--- src/rtl/uart_tx_fifo.sv ---
// UART transmitter fed by a circular-buffer FIFO.
// Divisor, parity mode and stop-bit count are captured per frame when the head byte is popped.
module uart_tx_fifo #(
    parameter int DATA_BITS  = 8,
    parameter int FIFO_DEPTH = 16,
    parameter int DIV_WIDTH  = 16
) (
    input  logic                                clock,
    input  logic                                RSTB,
    input  logic [DIV_WIDTH-1:0]                clk_div,
    input  logic [1:0]                          parity_mode,
    input  logic                                stop2,
    input  logic                                in_valid,
    input  logic [DATA_BITS-1:0]                in_data,
    output logic                                in_ready,
    input  logic                                tx_clear_req,
    output logic                                ser_tx,
    output logic                                tx_busy,
    output logic                                tx_done,
    output logic [$clog2(FIFO_DEPTH+1)-1:0]     fifo_count
);

    localparam int CW = $clog2(FIFO_DEPTH + 1);
    localparam int PW = $clog2(FIFO_DEPTH);
    localparam int BW = $clog2(DATA_BITS);
    localparam logic [BW-1:0] LAST_BIT = BW'(DATA_BITS - 1);

    typedef enum logic [2:0] {
        S_IDLE,
        S_START,
        S_DATA,
        S_PARITY,
        S_STOP
    } state_e;

    state_e                 state_q, state_d;
    logic [DATA_BITS-1:0]   shift_q, shift_d;
    logic                   par_q, par_d;
    logic [DIV_WIDTH-1:0]   timer_q, timer_d;
    logic [DIV_WIDTH-1:0]   div_q, div_d;
    logic [1:0]             mode_q, mode_d;
    logic                   stop2_q, stop2_d;
    logic [BW-1:0]          bit_q, bit_d;
    logic                   stop_cnt_q, stop_cnt_d;
    logic                   ser_tx_q, ser_tx_d;

    logic [PW-1:0]          wr_ptr_q, wr_ptr_d;
    logic [PW-1:0]          rd_ptr_q, rd_ptr_d;
    logic [CW-1:0]          count_q, count_d;
    logic [DATA_BITS-1:0]   mem_q [FIFO_DEPTH];

    logic push, pop, load, can_pop, bit_end, parity_en;

    assign in_ready   = (count_q != CW'(FIFO_DEPTH)) && !tx_clear_req;
    assign push       = in_valid && in_ready;
    // A flush in progress must never hand stale data to the serialiser.
    assign can_pop    = (count_q != '0) && !tx_clear_req;
    assign bit_end    = (timer_q == '0);
    assign parity_en  = (mode_q == 2'b01) || (mode_q == 2'b10);
    assign tx_busy    = (state_q != S_IDLE) || (count_q != '0);
    assign ser_tx     = ser_tx_q;
    assign fifo_count = count_q;

    always_comb begin
        // NOTE: every variable gets a default before any branch so no path leaves it unassigned (no latches).
        state_d    = state_q;
        shift_d    = shift_q;
        par_d      = par_q;
        timer_d    = timer_q;
        div_d      = div_q;
        mode_d     = mode_q;
        stop2_d    = stop2_q;
        bit_d      = bit_q;
        stop_cnt_d = stop_cnt_q;
        ser_tx_d   = 1'b1;
        tx_done    = 1'b0;
        load       = 1'b0;

        if (state_q != S_IDLE) begin
            timer_d = bit_end ? div_q : timer_q - DIV_WIDTH'(1);
        end

        case (state_q)
            S_IDLE: begin
                if (can_pop) load = 1'b1;
            end
            S_START: begin
                if (bit_end) begin
                    state_d = S_DATA;
                    bit_d   = '0;
                end
            end
            S_DATA: begin
                if (bit_end) begin
                    par_d   = par_q ^ shift_q[0];
                    shift_d = shift_q >> 1;
                    if (bit_q == LAST_BIT) begin
                        state_d    = parity_en ? S_PARITY : S_STOP;
                        stop_cnt_d = 1'b0;
                    end else begin
                        bit_d = bit_q + BW'(1);
                    end
                end
            end
            S_PARITY: begin
                if (bit_end) begin
                    state_d    = S_STOP;
                    stop_cnt_d = 1'b0;
                end
            end
            S_STOP: begin
                if (bit_end) begin
                    if (stop_cnt_q == stop2_q) begin
                        tx_done = 1'b1;
                        if (can_pop) load = 1'b1;
                        else         state_d = S_IDLE;
                    end else begin
                        stop_cnt_d = 1'b1;
                    end
                end
            end
            default: state_d = S_IDLE;
        endcase

        // Frame start: config is taken from the live inputs, then held for the whole frame.
        if (load) begin
            state_d = S_START;
            shift_d = mem_q[rd_ptr_q];
            par_d   = 1'b0;
            div_d   = clk_div;
            timer_d = clk_div;
            mode_d  = parity_mode;
            stop2_d = stop2;
        end

        // The line is registered, so it is driven from the state being entered.
        case (state_d)
            S_START:  ser_tx_d = 1'b0;
            S_DATA:   ser_tx_d = shift_d[0];
            S_PARITY: ser_tx_d = par_d ^ (mode_d == 2'b10);
            default:  ser_tx_d = 1'b1;
        endcase
    end

    assign pop = load;

    always_comb begin
        wr_ptr_d = wr_ptr_q;
        rd_ptr_d = rd_ptr_q;
        count_d  = count_q;
        if (tx_clear_req) begin
            wr_ptr_d = '0;
            rd_ptr_d = '0;
            count_d  = '0;
        end else begin
            if (push) wr_ptr_d = wr_ptr_q + PW'(1);
            if (pop)  rd_ptr_d = rd_ptr_q + PW'(1);
            case ({push, pop})
                2'b10:   count_d = count_q + CW'(1);
                2'b01:   count_d = count_q - CW'(1);
                default: count_d = count_q;
            endcase
        end
    end

    // NOTE: storage is not reset; the pointers and count alone decide which entries are valid.
    always_ff @(posedge clock) begin
        if (push) mem_q[wr_ptr_q] <= in_data;
    end

    // NOTE: state registers use non-blocking assignments so all flops update from pre-edge values.
    always_ff @(posedge clock) begin
        if (!RSTB) begin
            state_q    <= S_IDLE;
            shift_q    <= '0;
            par_q      <= 1'b0;
            timer_q    <= '0;
            div_q      <= '0;
            mode_q     <= 2'b00;
            stop2_q    <= 1'b0;
            bit_q      <= '0;
            stop_cnt_q <= 1'b0;
            ser_tx_q   <= 1'b1;
            wr_ptr_q   <= '0;
            rd_ptr_q   <= '0;
            count_q    <= '0;
        end else begin
            state_q    <= state_d;
            shift_q    <= shift_d;
            par_q      <= par_d;
            timer_q    <= timer_d;
            div_q      <= div_d;
            mode_q     <= mode_d;
            stop2_q    <= stop2_d;
            bit_q      <= bit_d;
            stop_cnt_q <= stop_cnt_d;
            ser_tx_q   <= ser_tx_d;
            wr_ptr_q   <= wr_ptr_d;
            rd_ptr_q   <= rd_ptr_d;
            count_q    <= count_d;
        end
    end

endmodule

--- config.mk ---
export PLATFORM = sky130hd
export DESIGN_NAME = uart_tx_fifo
export DESIGN_NICKNAME = d
export VERILOG_FILES = /design/src/rtl/uart_tx_fifo.sv
export SDC_FILE = /design/constraint.sdc
export NUM_CORES = 1
export LEC_CHECK = 0
export ABC_CLOCK_PERIOD_IN_PS = 7300
export CORE_AREA = 2 2 187 97
export CTS_BUF_LIST = sky130_fd_sc_hd__clkbuf_4 sky130_fd_sc_hd__clkbuf_8
export DETAILED_ROUTE_END_ITERATION = 10
export DIE_AREA = 0 0 189 99
export GPL_ROUTABILITY_DRIVEN = 0
export PLACE_DENSITY = 0.63
export SETUP_SLACK_MARGIN = 0.3
export SLEW_MARGIN = 20
export SYNTH_ARGS = -nofsm -noshare
export SYNTH_HDL_FRONTEND = slang
export SYNTH_SLANG_ARGS = --single-unit
--- constraint.sdc ---
create_clock -name clock -period 7.3 [get_ports clock]
set_input_delay 1.46 -clock clock [delete_from_list [all_inputs] [get_ports clock]]
set_output_delay 1.46 -clock clock [all_outputs]
set_load 0.05 [all_outputs]
==> results.md, run 1 <==
- Status: completed
- Final setup viols: 0
- Clock Skews: 0.0240 ns
- CP required: 5.84 ns
- Inst Count DP: 853
- List of most frequent post-synthesis cells: edfxtp_1, dfxtp_1, nand2_1
- Die area: between 0.015 and 0.02 sq mm
- Drt total wl: between 15,000 and 20,000 um
- Clock Latency Late Sink: 0.46 ns
- Worst slew pin tran: 0.973 ns
- EDFF count, synth: 128
- Crit-path max cell delay: 0.84 ns
- CP Buf/Inv Count: 1
- Largest net degree at the start of global routing: 55
- WHS: 0.459 ns
- GRT overflow: 0
- GRT Resource Usage Total: 0.207
- Overall Power: 3.14 mW
- TritonCTS Buffers: 17
- Ant diodes: 0
- I/O Buffers: 39
- Cts hold-fix bufs: 0
- Min Tclk post-route: ~5.0 ns
- Share of layout cells above drive strength 1: 0.135
- Setup Buffers After CTS: 0
- Sequential area share after synthesis: 0.624
- R2r setup slk: between 3 and 4 ns
- Largest area contributor in the netlist: edfxtp_1
- Top cells by area, synth: edfxtp_1, dfxtp_1, mux4_2, nand2_1, nor2_1
- Critical path class: flip-flop to output pin
- Max Slew Vio Count: 0
- Die H: approximately 100 um
- H-tree depth: 4
- Initial Util: 0.491
- Yosys warning count: 0
- FP Rows: 34
- Routed vias: 5,130
- Via density per instance: 5.80
- Leak pwr: 3.16 nW
- RSZ-0062 raised after global routing: false
- Initial antenna violation count: 1
- Crit-path max FO: 24
- Critical path cell sequence: nor3_1 -> and4_1 -> nand2_1 -> nor3_1 -> clkdlybuf4s50_1
- Ports: 40
- Router iterations before antenna repair: 7
- Core area: 0.0171 sq mm
- Drt drc: 0
- Most frequent cell on the critical path: nor3_1
- CTS tree: done
- Final core utilization: 0.554
- CP top delay family: simple AND/OR/NAND/NOR gates
- Mean Syn Cell Area: 13.7 sq um
- WHS Path Cells: 2
- Peak VDD IR: 0.209 mV
- Vias in the first global route: 4,784
- CP Launch Type: flip-flop
- Clock Path Buffers: 2
- Detailed placement HPWL: 12,300 um
- Maximum clock frequency: about 0.20 GHz
- WP data arrival: 3.55 ns
- Post-CTS resize count: 0
- Fin nets: 682
- Drt wl/cell: between 20 and 25 um
- Antenna-violating nets left: 0
- Min setup slack post-route: 2.29 ns
- Synth top area share: 0.459
- Clk sink count: 197
- Final instance area: 0.00946 sq mm
- CP Depth: 5
- Top-count cell post-synth: edfxtp_1
- Mapped Area: between 0.008 and 0.009 sq mm
- R2R cell count: 12
- Max-capacitance violation count: 0
- First-pass GRT wire length: approximately 28,000 um
- 1st-iter DRT viols: 475
- Placed Area: a little under 0.009 sq mm
- Syn-to-layout area delta: 12.9%
- Root buf cell: clkbuf_8
- Rel. slew slack: 0.349
- Most used DFF post-synth: edfxtp_1
- PD cells: 332 mW/mm^2
- Non-Filler Instances: about 900
- Fillers: about 1.4k
- Fraction of registers with async set/reset: 0
- HP Class: flip-flop to flip-flop
- Syn Nets: about 660
- Final Hold Fails: 0
- Fin Setup TNS: 0 ns
- Clk slew on worst S/H paths: 0.09 ns
- Post-synthesis cell count: 612
- Tcrit/Tclk final: 0.687
- Flops & latches, synth: slightly below 200
- Setup crit end kind: output pin
- Die Wd: 189 um
- DP Worst Slack: 2.42 ns
- CP max-delay cell: clkdlybuf4s50_1
- Synth unique cells: 52
## where the power goes
part           leakage (nW)  internal, mW  total (mW)  switching [mW]
clock                 0.265         0.487       0.868           0.382
sequential             1.71          1.24        1.31          0.0721
combinational          1.18         0.377       0.959           0.582
## kinds of logic after synthesis
logic type,Yosys count,synth area share
flip-flops,197,0.624
XOR/XNOR,23,0.0240
AO/OA/AOI/OAI,107,0.0887
buffers and inverters,45,0.0236
adder cells (fa/ha/maj),13,0.0203
AND/OR/NAND/NOR,176,0.0990
multiplexers,51,0.121
## cell usage in the layout, fill, tap and decap left out, types with 13 or more instances in the layout
master	n
nor2_1	46
clkdlybuf4s50_1	39
mux4_2	40
dfxtp_1	67
xnor2_1	13
nand2_1	68
clkbuf_8	18
o21ai_0	20
nor3_1	14
a21boi_0	14
a31oi_1	15
edfxtp_1	128
## worst paths after layout
kind,end,start
hold / removal,div_q[7],div_q[7]
setup reg to reg,fifo_count[4],timer_q[6]
hold reg to reg,div_q[7],div_q[7]
setup / recovery,tx_done,timer_q[6]
## flip-flops by register name, summed over array words and instances, names as in the netlist, named ones only
signal,cells
stop2_q,1
div_q,16
wr_ptr_q,4
timer_q,16
ser_tx,1
mode_q,2
fifo_count,5
rd_ptr_q,4
mem_q,128
state_q,3
stop_cnt_q,1
bit_q,3
shift_q,8
par_q,1
## layer usage
layer	global-route usage	share of wire
met5	0	0
met4	0.0523	0.0078
met3	0.0520	0.077
met2	0.259	0.39
met1	0.347	0.53
## worst min-delay path: stages, from the launching register on
cell      delay (ns)
dfxtp_1         0.32
nand2_1         0.05
a21boi_1        0.05
## cell type report
type                       count  area [sq um]  area share
tap                          234           293      0.0310
clock buffer                  18           248      0.0262
clock inverter                14           258      0.0272
sequential                   197          5230       0.553
multi-input combinational    370          2970       0.314
timing repair buffer          46           443      0.0468
inverter                       6          22.5     0.00238
Power figures use the tool's default switching activity.
==> inputs of run 2 (changes only) <==
--- a/config.mk
+++ b/config.mk
@@ -5,13 +5,13 @@
 export SDC_FILE = /design/constraint.sdc
 export NUM_CORES = 1
 export LEC_CHECK = 0
-export ABC_CLOCK_PERIOD_IN_PS = 7300
+export ABC_CLOCK_PERIOD_IN_PS = 4600
 export CORE_AREA = 2 2 187 97
 export CTS_BUF_LIST = sky130_fd_sc_hd__clkbuf_4 sky130_fd_sc_hd__clkbuf_8
 export DETAILED_ROUTE_END_ITERATION = 10
 export DIE_AREA = 0 0 189 99
 export GPL_ROUTABILITY_DRIVEN = 0
-export PLACE_DENSITY = 0.63
+export PLACE_DENSITY = 0.66
 export SETUP_SLACK_MARGIN = 0.3
 export SLEW_MARGIN = 20
 export SYNTH_ARGS = -nofsm -noshare
==> constraint.sdc (replaced) <==
create_clock -name clock -period 4.6 [get_ports clock]
set_input_delay 0.92 -clock clock [delete_from_list [all_inputs] [get_ports clock]]
set_output_delay 0.92 -clock clock [all_outputs]
set_load 0.05 [all_outputs]
==> results.md, run 2 (synthesis gave the netlist of run 1 again) <==
- Status: completed
- Initial Util: 0.491
- Setup crit end kind: output pin
- Most frequent cell on the critical path: nor3_1
- Commonest non-fill, non-tap cell in the layout: edfxtp_1
- Tcrit/Tclk final: 0.860
- Critical path cell sequence: nor3_1 -> and4_1 -> nand2_1 -> nor3_1 -> clkdlybuf4s50_1
- Antenna-violating nets left: 0
- WP data arrival: 3.03 ns
- Crit-path max cell delay: roughly 0.84 ns
- Inst Count DP: 856
- Root buf cell: clkbuf_8
- Worst slew pin tran: 0.978 ns
- CP max-delay cell: clkdlybuf4s50_1
- Drt drc: 0
- Cts hold-fix bufs: 0
- H-tree depth: 4
- Clk slew on worst S/H paths: roughly 0.11 ns
- Max Slew Vio Count: 0
- Non-Filler Instances: 888
- CP Launch Type: flip-flop
- 1st-iter DRT viols: 564
- PD cells: approximately 520 mW/mm^2
- Leak pwr: between 3 and 4 nW
- Min Tclk post-route: 3.95 ns
- Detailed placement HPWL: 12,700 um
- Drt total wl: 18,600 um
- GRT overflow: 0
- Clock Latency Late Sink: about 0.47 ns
- R2r setup slk: about 1.2 ns
- Top reg by flops: mem_q
- Critical path class: flip-flop to output pin
- Fillers: 1,381
- Max-capacitance violation count: 0
- Syn-to-layout area delta: 12.0%
- TritonCTS Buffers: 17
- Vias in the first global route: 5,112
- Crit-path max FO: 6
- Routed vias: between 5k and 6k
- Setup Buffers After CTS: 0
- FP Rows: 34
- Die area: 0.0187 sq mm
- Rel. slew slack: 0.345
- WHS: 0.462 ns
- Router iterations before antenna repair: 7
- Final setup viols: 0
- Ant diodes: 0
- Initial antenna violation count: 0
- Post-CTS resize count: 0
- Fin Setup TNS: 0 ns
- Clk sink count: 197
- Largest net degree at the start of global routing: 52
- GRT Resource Usage Total: 0.213
- RSZ-0062 raised after global routing: false
- Largest regs: mem_q (128), div_q (16), timer_q (16)
- I/O Buffers: 39
- Die H: 99 um
- CP required: between 3 and 4 ns
- Via density per instance: ~5.8
- Peak VDD IR: 0.319 mV
- DP Worst Slack: around 0.84 ns
- Largest register FFs: roughly 130
- First-pass GRT wire length: 29,400 um
- Clock Skews: 0.0267 ns
- Share of layout cells above drive strength 1: 0.135
- HP Class: flip-flop to flip-flop
- CP Buf/Inv Count: 1
- Min setup slack post-route: 0.645 ns
- Drt wl/cell: 21.0 um
- Fin nets: roughly 700
- Ports: 40
- Overall Power: 4.84 mW
- Final Hold Fails: 0
- Clock Path Buffers: 2
- CTS tree: done
- Most frequent cells in the layout: edfxtp_1, nand2_1, dfxtp_1, nor2_1, mux4_2
- Die Wd: 189 um
- Maximum clock frequency: 0.253 GHz
- CP top delay family: simple AND/OR/NAND/NOR gates
- Core area: 0.0171 sq mm
## run 2: cell types whose count changed in the layout (fill, tap and decap cells not counted), sizes merged
cell,before,now
bufinv,8,2
clkbuf,18,17
inv,9,13
clkinv,3,6
buf,7,10
## run 2: area by class of cell
| type | instances | area (sq um) | area share |
|---|---|---|---|
| Tap cell | 234 | 293 | 0.0312 |
| Timing Repair Buffer | 49 | 465 | 0.0496 |
| Inverter | 6 | 22.5 | 0.00240 |
| Multi-Input combinational cell | 370 | 2960 | 0.315 |
| Sequential cell | 197 | 5230 | 0.557 |
| Clock inverter | 15 | 186 | 0.0199 |
| Clock buffer | 17 | 234 | 0.0249 |
## run 2: where the power goes
group	total (mW)	internal [mW]	switching [mW]
combinational	1.57	0.618	0.953
clock	1.18	0.510	0.667
sequential	2.09	1.97	0.127
## run 2: stage by stage
step	cell area, sq um	utilization
2_1_floorplan	8380	-
3_3_place_gp	8960	0.526
3_5_place_dp	8960	0.526
4_1_cts	9390	0.550
5_1_grt	9390	0.550
6_report	9390	0.550
## run 2: path summary, 6_finish.rpt
| path | startpoint | cells past startpoint | to |
|---|---|---|---|
| max | timer_q[6] | 5 | tx_done |
| min | div_q[6] | 2 | div_q[6] |
| max reg2reg | timer_q[6] | 12 | fifo_count[4] |
| min reg2reg | div_q[6] | 2 | div_q[6] |
## run 2: worst register-to-register path: stages (launching register included)
cell and delay (ns):
dfxtp_1 0.38, nor3_1 0.56, nand4_4 0.25, o31ai_4 0.42, nand2_2 0.11, inv_2 0.09
ha_1 0.29, ha_1 0.32, a21o_1 0.20, a21oi_1 0.17, xor2_1 0.09, or3_1 0.31
a21oi_1 0.14
## run 2: per-layer routing
layer	GRT usage	routed length [um]
met2	0.283	7550
met1	0.346	9230
met5	0	0
met3	0.0502	1720
met4	0.0493	135
==> inputs of run 3 (changes only) <==
--- a/config.mk
+++ b/config.mk
@@ -8,6 +8,7 @@
 export ABC_CLOCK_PERIOD_IN_PS = 4600
 export CORE_AREA = 2 2 187 97
 export CTS_BUF_LIST = sky130_fd_sc_hd__clkbuf_4 sky130_fd_sc_hd__clkbuf_8
+export CTS_CLUSTER_SIZE = 24
 export DETAILED_ROUTE_END_ITERATION = 10
 export DIE_AREA = 0 0 189 99
 export GPL_ROUTABILITY_DRIVEN = 0
==> results of run 3 <==
Same layout as run 2: the final DEF is identical, and so are final timing and power.
